===== src/rtl/mips8_pkg.sv =====
// Shared encodings for the mips8 multicycle controller: opcodes, FSM states,
// instruction classes and datapath mux/ALU select codes.
package mips8_pkg;

  localparam logic [3:0] OpRtype = 4'd0;
  localparam logic [3:0] OpAddi  = 4'd1;
  localparam logic [3:0] OpLw    = 4'd2;
  localparam logic [3:0] OpSw    = 4'd3;
  localparam logic [3:0] OpBeq   = 4'd4;
  localparam logic [3:0] OpJ     = 4'd5;

  typedef enum logic [3:0] {
    StIf0    = 4'd0,
    StIf1    = 4'd1,
    StId     = 4'd2,
    StExR    = 4'd3,
    StExI    = 4'd4,
    StExAddr = 4'd5,
    StMemRd  = 4'd6,
    StMemWr  = 4'd7,
    StWbR    = 4'd8,
    StWbI    = 4'd9,
    StWbLd   = 4'd10,
    StBr     = 4'd11,
    StJmp    = 4'd12,
    StTrap   = 4'd13
  } state_e;

  typedef enum logic [2:0] {
    ClsR       = 3'd0,
    ClsAddi    = 3'd1,
    ClsLw      = 3'd2,
    ClsSw      = 3'd3,
    ClsBeq     = 3'd4,
    ClsJ       = 3'd5,
    ClsIllegal = 3'd6
  } instr_cls_e;

  localparam logic [2:0] AluAdd   = 3'b000;
  localparam logic [2:0] AluSub   = 3'b001;
  localparam logic [2:0] AluAnd   = 3'b010;
  localparam logic [2:0] AluOr    = 3'b011;
  localparam logic [2:0] AluSlt   = 3'b100;
  localparam logic [2:0] AluFunct = 3'b101;

  localparam logic [1:0] PcSrcInc    = 2'b00;
  localparam logic [1:0] PcSrcTarget = 2'b01;
  localparam logic [1:0] PcSrcJump   = 2'b10;

  localparam logic [1:0] SrcBRt  = 2'b00;
  localparam logic [1:0] SrcBOne = 2'b01;
  localparam logic [1:0] SrcBImm = 2'b10;

endpackage


===== src/rtl/mips8_ctrl_decode.sv =====
// Combinational opcode to instruction-class decode for the mips8 controller.
module mips8_ctrl_decode
  import mips8_pkg::*;
(
  input  logic [3:0] instr_op_i,
  output logic [2:0] instr_cls_o
);

  always_comb begin
    instr_cls_o = ClsIllegal;
    case (instr_op_i)
      OpRtype: instr_cls_o = ClsR;
      OpAddi:  instr_cls_o = ClsAddi;
      OpLw:    instr_cls_o = ClsLw;
      OpSw:    instr_cls_o = ClsSw;
      OpBeq:   instr_cls_o = ClsBeq;
      OpJ:     instr_cls_o = ClsJ;
      default: instr_cls_o = ClsIllegal;
    endcase
  end

endmodule


===== src/rtl/mips8_multicycle_ctrl.sv =====
// Multicycle control sequencer for the mips8 datapath.
// Define MIPS8_ILLEGAL_TRAP_EN to park illegal opcodes in TRAP instead of treating them as NOPs.
module mips8_multicycle_ctrl
  import mips8_pkg::*;
(
  input  logic       clk,
  input  logic       reset,
  input  logic [3:0] instr_op,
  input  logic [2:0] funct,
  input  logic       alu_zero,
  input  logic       mem_ready,
  output logic       mem_req,
  output logic       mem_we,
  output logic       iord,
  output logic       ir_write_hi,
  output logic       ir_write_lo,
  output logic       pc_write,
  output logic [1:0] pc_src,
  output logic       reg_write,
  output logic       reg_dst,
  output logic       mem_to_reg,
  output logic       alu_src_a,
  output logic [1:0] alu_src_b,
  output logic [2:0] alu_op,
  output logic       target_write,
  output logic       trap,
  output logic [3:0] state_o
);

  state_e     state_q, state_d;
  instr_cls_e instr_cls;
  logic [2:0] instr_cls_raw;

  // funct is consumed by the ALU decoder in the datapath, not here.
  logic unused_funct;
  assign unused_funct = ^funct;

  mips8_ctrl_decode u_decode (
    .instr_op_i  (instr_op),
    .instr_cls_o (instr_cls_raw)
  );

  assign instr_cls = instr_cls_e'(instr_cls_raw);

  always_comb begin
    state_d = state_q;
    unique case (state_q)
      StIf0:    if (mem_ready) state_d = StIf1;
      StIf1:    if (mem_ready) state_d = StId;
      StId: begin
        unique case (instr_cls)
          ClsR:        state_d = StExR;
          ClsAddi:     state_d = StExI;
          ClsLw, ClsSw: state_d = StExAddr;
          ClsBeq:      state_d = StBr;
          ClsJ:        state_d = StJmp;
          default: begin
`ifdef MIPS8_ILLEGAL_TRAP_EN
            state_d = StTrap;
`else
            state_d = StIf0;
`endif
          end
        endcase
      end
      StExR:    state_d = StWbR;
      StExI:    state_d = StWbI;
      StExAddr: state_d = (instr_cls == ClsLw) ? StMemRd : StMemWr;
      StMemRd:  if (mem_ready) state_d = StWbLd;
      StMemWr:  if (mem_ready) state_d = StIf0;
      StWbR, StWbI, StWbLd, StBr, StJmp: state_d = StIf0;
      StTrap: begin
`ifdef MIPS8_ILLEGAL_TRAP_EN
        state_d = StTrap;
`else
        state_d = StIf0;
`endif
      end
      default:  state_d = StIf0;
    endcase
  end

  always_ff @(posedge clk) begin
    if (reset) begin
      state_q <= StIf0;
    end else begin
      state_q <= state_d;
    end
  end

  // Outputs decode the current state; reset gates them so an abandoned access drops at once.
  always_comb begin
    mem_req      = 1'b0;
    mem_we       = 1'b0;
    iord         = 1'b0;
    ir_write_hi  = 1'b0;
    ir_write_lo  = 1'b0;
    pc_write     = 1'b0;
    pc_src       = PcSrcInc;
    reg_write    = 1'b0;
    reg_dst      = 1'b0;
    mem_to_reg   = 1'b0;
    alu_src_a    = 1'b0;
    alu_src_b    = SrcBRt;
    alu_op       = AluAdd;
    target_write = 1'b0;
    trap         = 1'b0;
    state_o      = 4'd0;
    if (!reset) begin
      state_o = state_q;
      unique case (state_q)
        StIf0: begin
          mem_req     = 1'b1;
          ir_write_hi = mem_ready;
          pc_write    = mem_ready;
        end
        StIf1: begin
          mem_req     = 1'b1;
          ir_write_lo = mem_ready;
          pc_write    = mem_ready;
        end
        StId: begin
          alu_src_b    = SrcBImm;
          target_write = 1'b1;
        end
        StExR: begin
          alu_src_a = 1'b1;
          alu_op    = AluFunct;
        end
        StExI, StExAddr: begin
          alu_src_a = 1'b1;
          alu_src_b = SrcBImm;
        end
        StMemRd: begin
          mem_req = 1'b1;
          iord    = 1'b1;
        end
        StMemWr: begin
          mem_req = 1'b1;
          iord    = 1'b1;
          mem_we  = 1'b1;
        end
        StWbR: begin
          reg_write = 1'b1;
          reg_dst   = 1'b1;
        end
        StWbI:    reg_write = 1'b1;
        StWbLd: begin
          reg_write  = 1'b1;
          mem_to_reg = 1'b1;
        end
        StBr: begin
          alu_src_a = 1'b1;
          alu_op    = AluSub;
          pc_write  = alu_zero;
          pc_src    = PcSrcTarget;
        end
        StJmp: begin
          pc_write = 1'b1;
          pc_src   = PcSrcJump;
        end
        StTrap: begin
`ifdef MIPS8_ILLEGAL_TRAP_EN
          trap = 1'b1;
`endif
        end
        default: ;
      endcase
    end
  end

endmodule


===== config.mk =====
export PLATFORM = sky130hd
export DESIGN_NAME = mips8_multicycle_ctrl
export DESIGN_NICKNAME = d
export VERILOG_FILES = /design/src/rtl/mips8_pkg.sv /design/src/rtl/mips8_ctrl_decode.sv /design/src/rtl/mips8_multicycle_ctrl.sv
export SDC_FILE = /design/constraint.sdc
export NUM_CORES = 1
export LEC_CHECK = 0
export ABC_CLOCK_PERIOD_IN_PS = 2770
export BUFFER_PORTS_ARGS = -buffer_cell sky130_fd_sc_hd__buf_2
export CORE_AREA = 2 2 39 41
export CTS_CLUSTER_DIAMETER = 100
export DETAILED_ROUTE_END_ITERATION = 7
export DIE_AREA = 0 0 41 43
export PLACE_DENSITY = 0.72
export SYNTH_ARGS = -nofsm -noshare
export SYNTH_HDL_FRONTEND = slang
export SYNTH_SLANG_ARGS = --single-unit
export TNS_END_PERCENT = 50

===== constraint.sdc =====
create_clock -name clk -period 2.77 [get_ports clk]
set_input_delay 0.4155 -clock clk [delete_from_list [all_inputs] [get_ports clk]]
set_output_delay 0.4155 -clock clk [all_outputs]
set_load 0.05 [all_outputs]

==> results.txt <==
- The run finished with clean final reports.
- For this run, the number of Yosys warnings is 0.
- The core region is 0.001384 mm².
- Mux share of post-synthesis cell area: 0%
* Worst min path class: input port to flip-flop
- Clock latency on the worst-skew pair, taken at its later pin, is 0.24 ns.
* DRC violations left: 0
* Starting utilization of the core area: 36.62%
- Measured against its own limit, the worst slew margin works out to 65.44%.
* Launching point of the worst reg2reg path: state_q[1]
- From synthesis to final layout, the design area changed by 27.16%.
- IR analysis of the VDD net gives a maximum drop of 0.0001338 V.
- The synthesized design spends more area on one cell type than any other, namely dfxtp_1.
- CTS saw 4 sinks.
- Overall routed net length: approximately 1300 µm
- Number of top-level pins: 34
- Adder-cell share of the synthesized area: 0%
* Commonest non-fill, non-tap cell in the layout: buf_2
- For this design, the slowest cell found on the critical path is dfxtp_1.
- Overall power: 0.2220 mW
- RSZ-0062 raised after global routing: no
* Post-layout min period: 2.372 ns
- Post-placement cell area: 621.8 µm²
- Yosys mapped a number of flops with a built-in enable equal to 0.
- In this run the worst path has a maximum fanout of 14.
* Final layout net count: 109
- At the worst endpoint, the required time is approximately 2.4 ns.
- Of the post-synthesis cell area, the dominant cell type holds 15.80%.
- The initial antenna violation count was 0.
* Clock tree from TritonCTS: done
* CTS hold repair buffers: 0
* Total setup buffers inserted after CTS: 0
- Across the run, the number of max-cap violations was 0.
- The critical path starts at state_q[1].
- The worst hold path begins at mem_ready.
- Type of element capturing the critical path: output port
- The final hold violation count is 0.
* Most heavily used metal layer in global routing: met2
- The tree is rooted in a clkbuf_4.
- After synthesis the netlist holds a flip-flop and latch count of 4.
* Post-synth ARST share: 0%
* Count of antenna diodes in the layout: 0
* Delay contributed by the slowest stage of the critical path: 0.61 ns
- Synth Area in XOR/XNOR: under 10%
- Fin. max-slew vios: 0
- Drt wl/cell: 11.63 µm
- Flip-flop count of the largest register after layout: 4
- The cell family contributing the most delay on the critical path is simple AND/OR/NAND/NOR gates.
* Via count: 593
- Inserted Clock Buffers: 3
- For this run, the share of the core covered by cells in the final layout is 46.56%.
* Final number of setup-violating endpoints: 0
- For this run, the leading register cell type out of synthesis is dfxtp_1.
* I/O Buffers: 27
- For the pin with the worst max-slew slack, the measured transition is 0.5174 ns.
* Average footprint of a synthesized cell: 6.942 µm²
* DP Wirelength: just under 1000 µm
- Global routing consumed, over all layers together, roughly 17% of the routing resources.
- Die outline height: 43 µm
* Fraction of the yosys area taken by sequential cells: approximately 16%
* Bufs on Longest Clock Path: 2
- Global route total overflow: 0
- Clk pin slew, worst setup/hold paths: around 0.04 ns
- First-pass DRT Iterations: 4
* M3 GR Usage: 3.141%
* Quantity of gates resized following cts: 0
- M2 GR Usage: 25.00%
* Startpoint class of the critical path: flip-flop
- In the final layout, the share of cells above drive strength 1 is approximately 41%.
- Synthesis produced between 70 and 80 cells.
* Horiz. Die Dim: between 40 and 50 µm
- On the final layout, the worst clock skew is 0.001077 ns.
* Leakage: 0.3032 nW
- Entering global routing, the biggest net connects 16 pins.
* Critical path, cell by cell: nor2b_1 > nand2_1 > a21oi_1 > buf_2
- Fin Setup TNS: 0 ns
* Detailed router's first-iteration violation count: 3
- Routing usage on met1: 22.26%
* Top Registers: state_q x4
* Worst Path Class, Setup: flip-flop to output port
* Wire length of the first global-routing pass: 2083 µm
- Commonest cells after routing, fill and taps aside: buf_2 (27), nor2_1 (10), nor2b_1 (6), dfxtp_1 (4)
- Compound-cell area share of the yosys netlist: between 20% and 30%
- The congestion estimate from routability-driven global placement came to 0.7704.
* Routed Antenna Nets: 0
- Placement Rows: 14
- Area of all placed cells without fillers: around 640 µm²
* Synth unique cells: 34
- Number of levels in the clock H-tree: 1
- At the worst endpoint, the arrival time is 1.96 ns.
- Power per cell area: 344.5 mW/mm²
- For this run, the top clock speed supported by timing is ~0.42 GHz.
- Cell area after technology mapping: 506.7 µm²
* Number of buffer and inverter instances along the worst setup path: 1
- Ranked by total cell area, the synthesized netlist is headed by dfxtp_1 (16%), nor2_1 (7.4%), nor2b_1 (7.4%).
- Ranked by flip-flop count, first place goes to state_q.
- Via count of the first global-routing pass: 479
- After synthesis, the largest family of logic cells by area is simple AND/OR/NAND/NOR gates.
* Fraction of the mapped netlist area in simple logic gates: 47.41%
- In the finished design, the share of the clock period the worst path needs comes to 85.64%.
* Die Footprint: roughly 0.0018 mm²
- Using the TritonRoute via totals, the vias-per-cell ratio works out to 5.295.
==> area by class of cell <==
type	count	area [µm²]
Multi-Input combinational cell	60	379.1
Sequential cell	4	80.08
Timing Repair Buffer	27	135.1
Fill cell	153	739.5
Inverter	2	7.507
Tap cell	16	20.02
Clock buffer	3	22.52
==> cells by family after synthesis <==
logic type | count (synthesis)
AOI/OAI and AO/OA | 14
xor gates and xnor gates | 1
buffers and inverters | 11
DFF | 4
other | 1
and+or+nand+nor | 42
==> through the flow <==
step | cells | setup slack, ns | hold slack [ns]
final | 112 | 0.3979 | 0.4617
after CTS | 112 | 0.4274 | 0.4608
after detailed placement | 109 | 0.6832 | 0.6377
after floorplan | 75 | 0.1290 | 0.5336
after global placement | 109 | 0.6982 | 0.6262
after global routing | 112 | 0.2848 | 0.4720
==> layer usage <==
layer  share of wire [%]  vias up  wire, µm
met1                  47      260       608
met5                   0        -         0
met2                  45       23       583
met4                 1.8        0        24
met3                 6.6        3        86
li1                    -      307         -
==> worst paths after layout <==
check / slack [ns] / depth (start not counted) / end
setup reg to reg: 1.23 / 3 / state_q[0]
setup / recovery: 0.40 / 4 / alu_src_b[1]
hold reg to reg: 0.66 / 2 / state_q[3]
hold / removal: 0.46 / 2 / state_q[2]
==> synth_stat cells (all sizes together), types with 2 or more instances <==
library cell,instances
nor2b,6
nor2,10
nand3b,2
nand2,4
a21oi,3
dfxtp,4
inv,2
nor4,3
a211oi,2
a32oi,2
buf,9
nand3,2
or2,3
nand2b,3
nor3,4
==> power by group <==
part	switching, mW	internal [mW]
Clock	0.0259	0.0486
Combinational	0.0562	0.0213
Sequential	0.00963	0.0604
Total	0.0917	0.130
(Power assumes the default switching activity.)
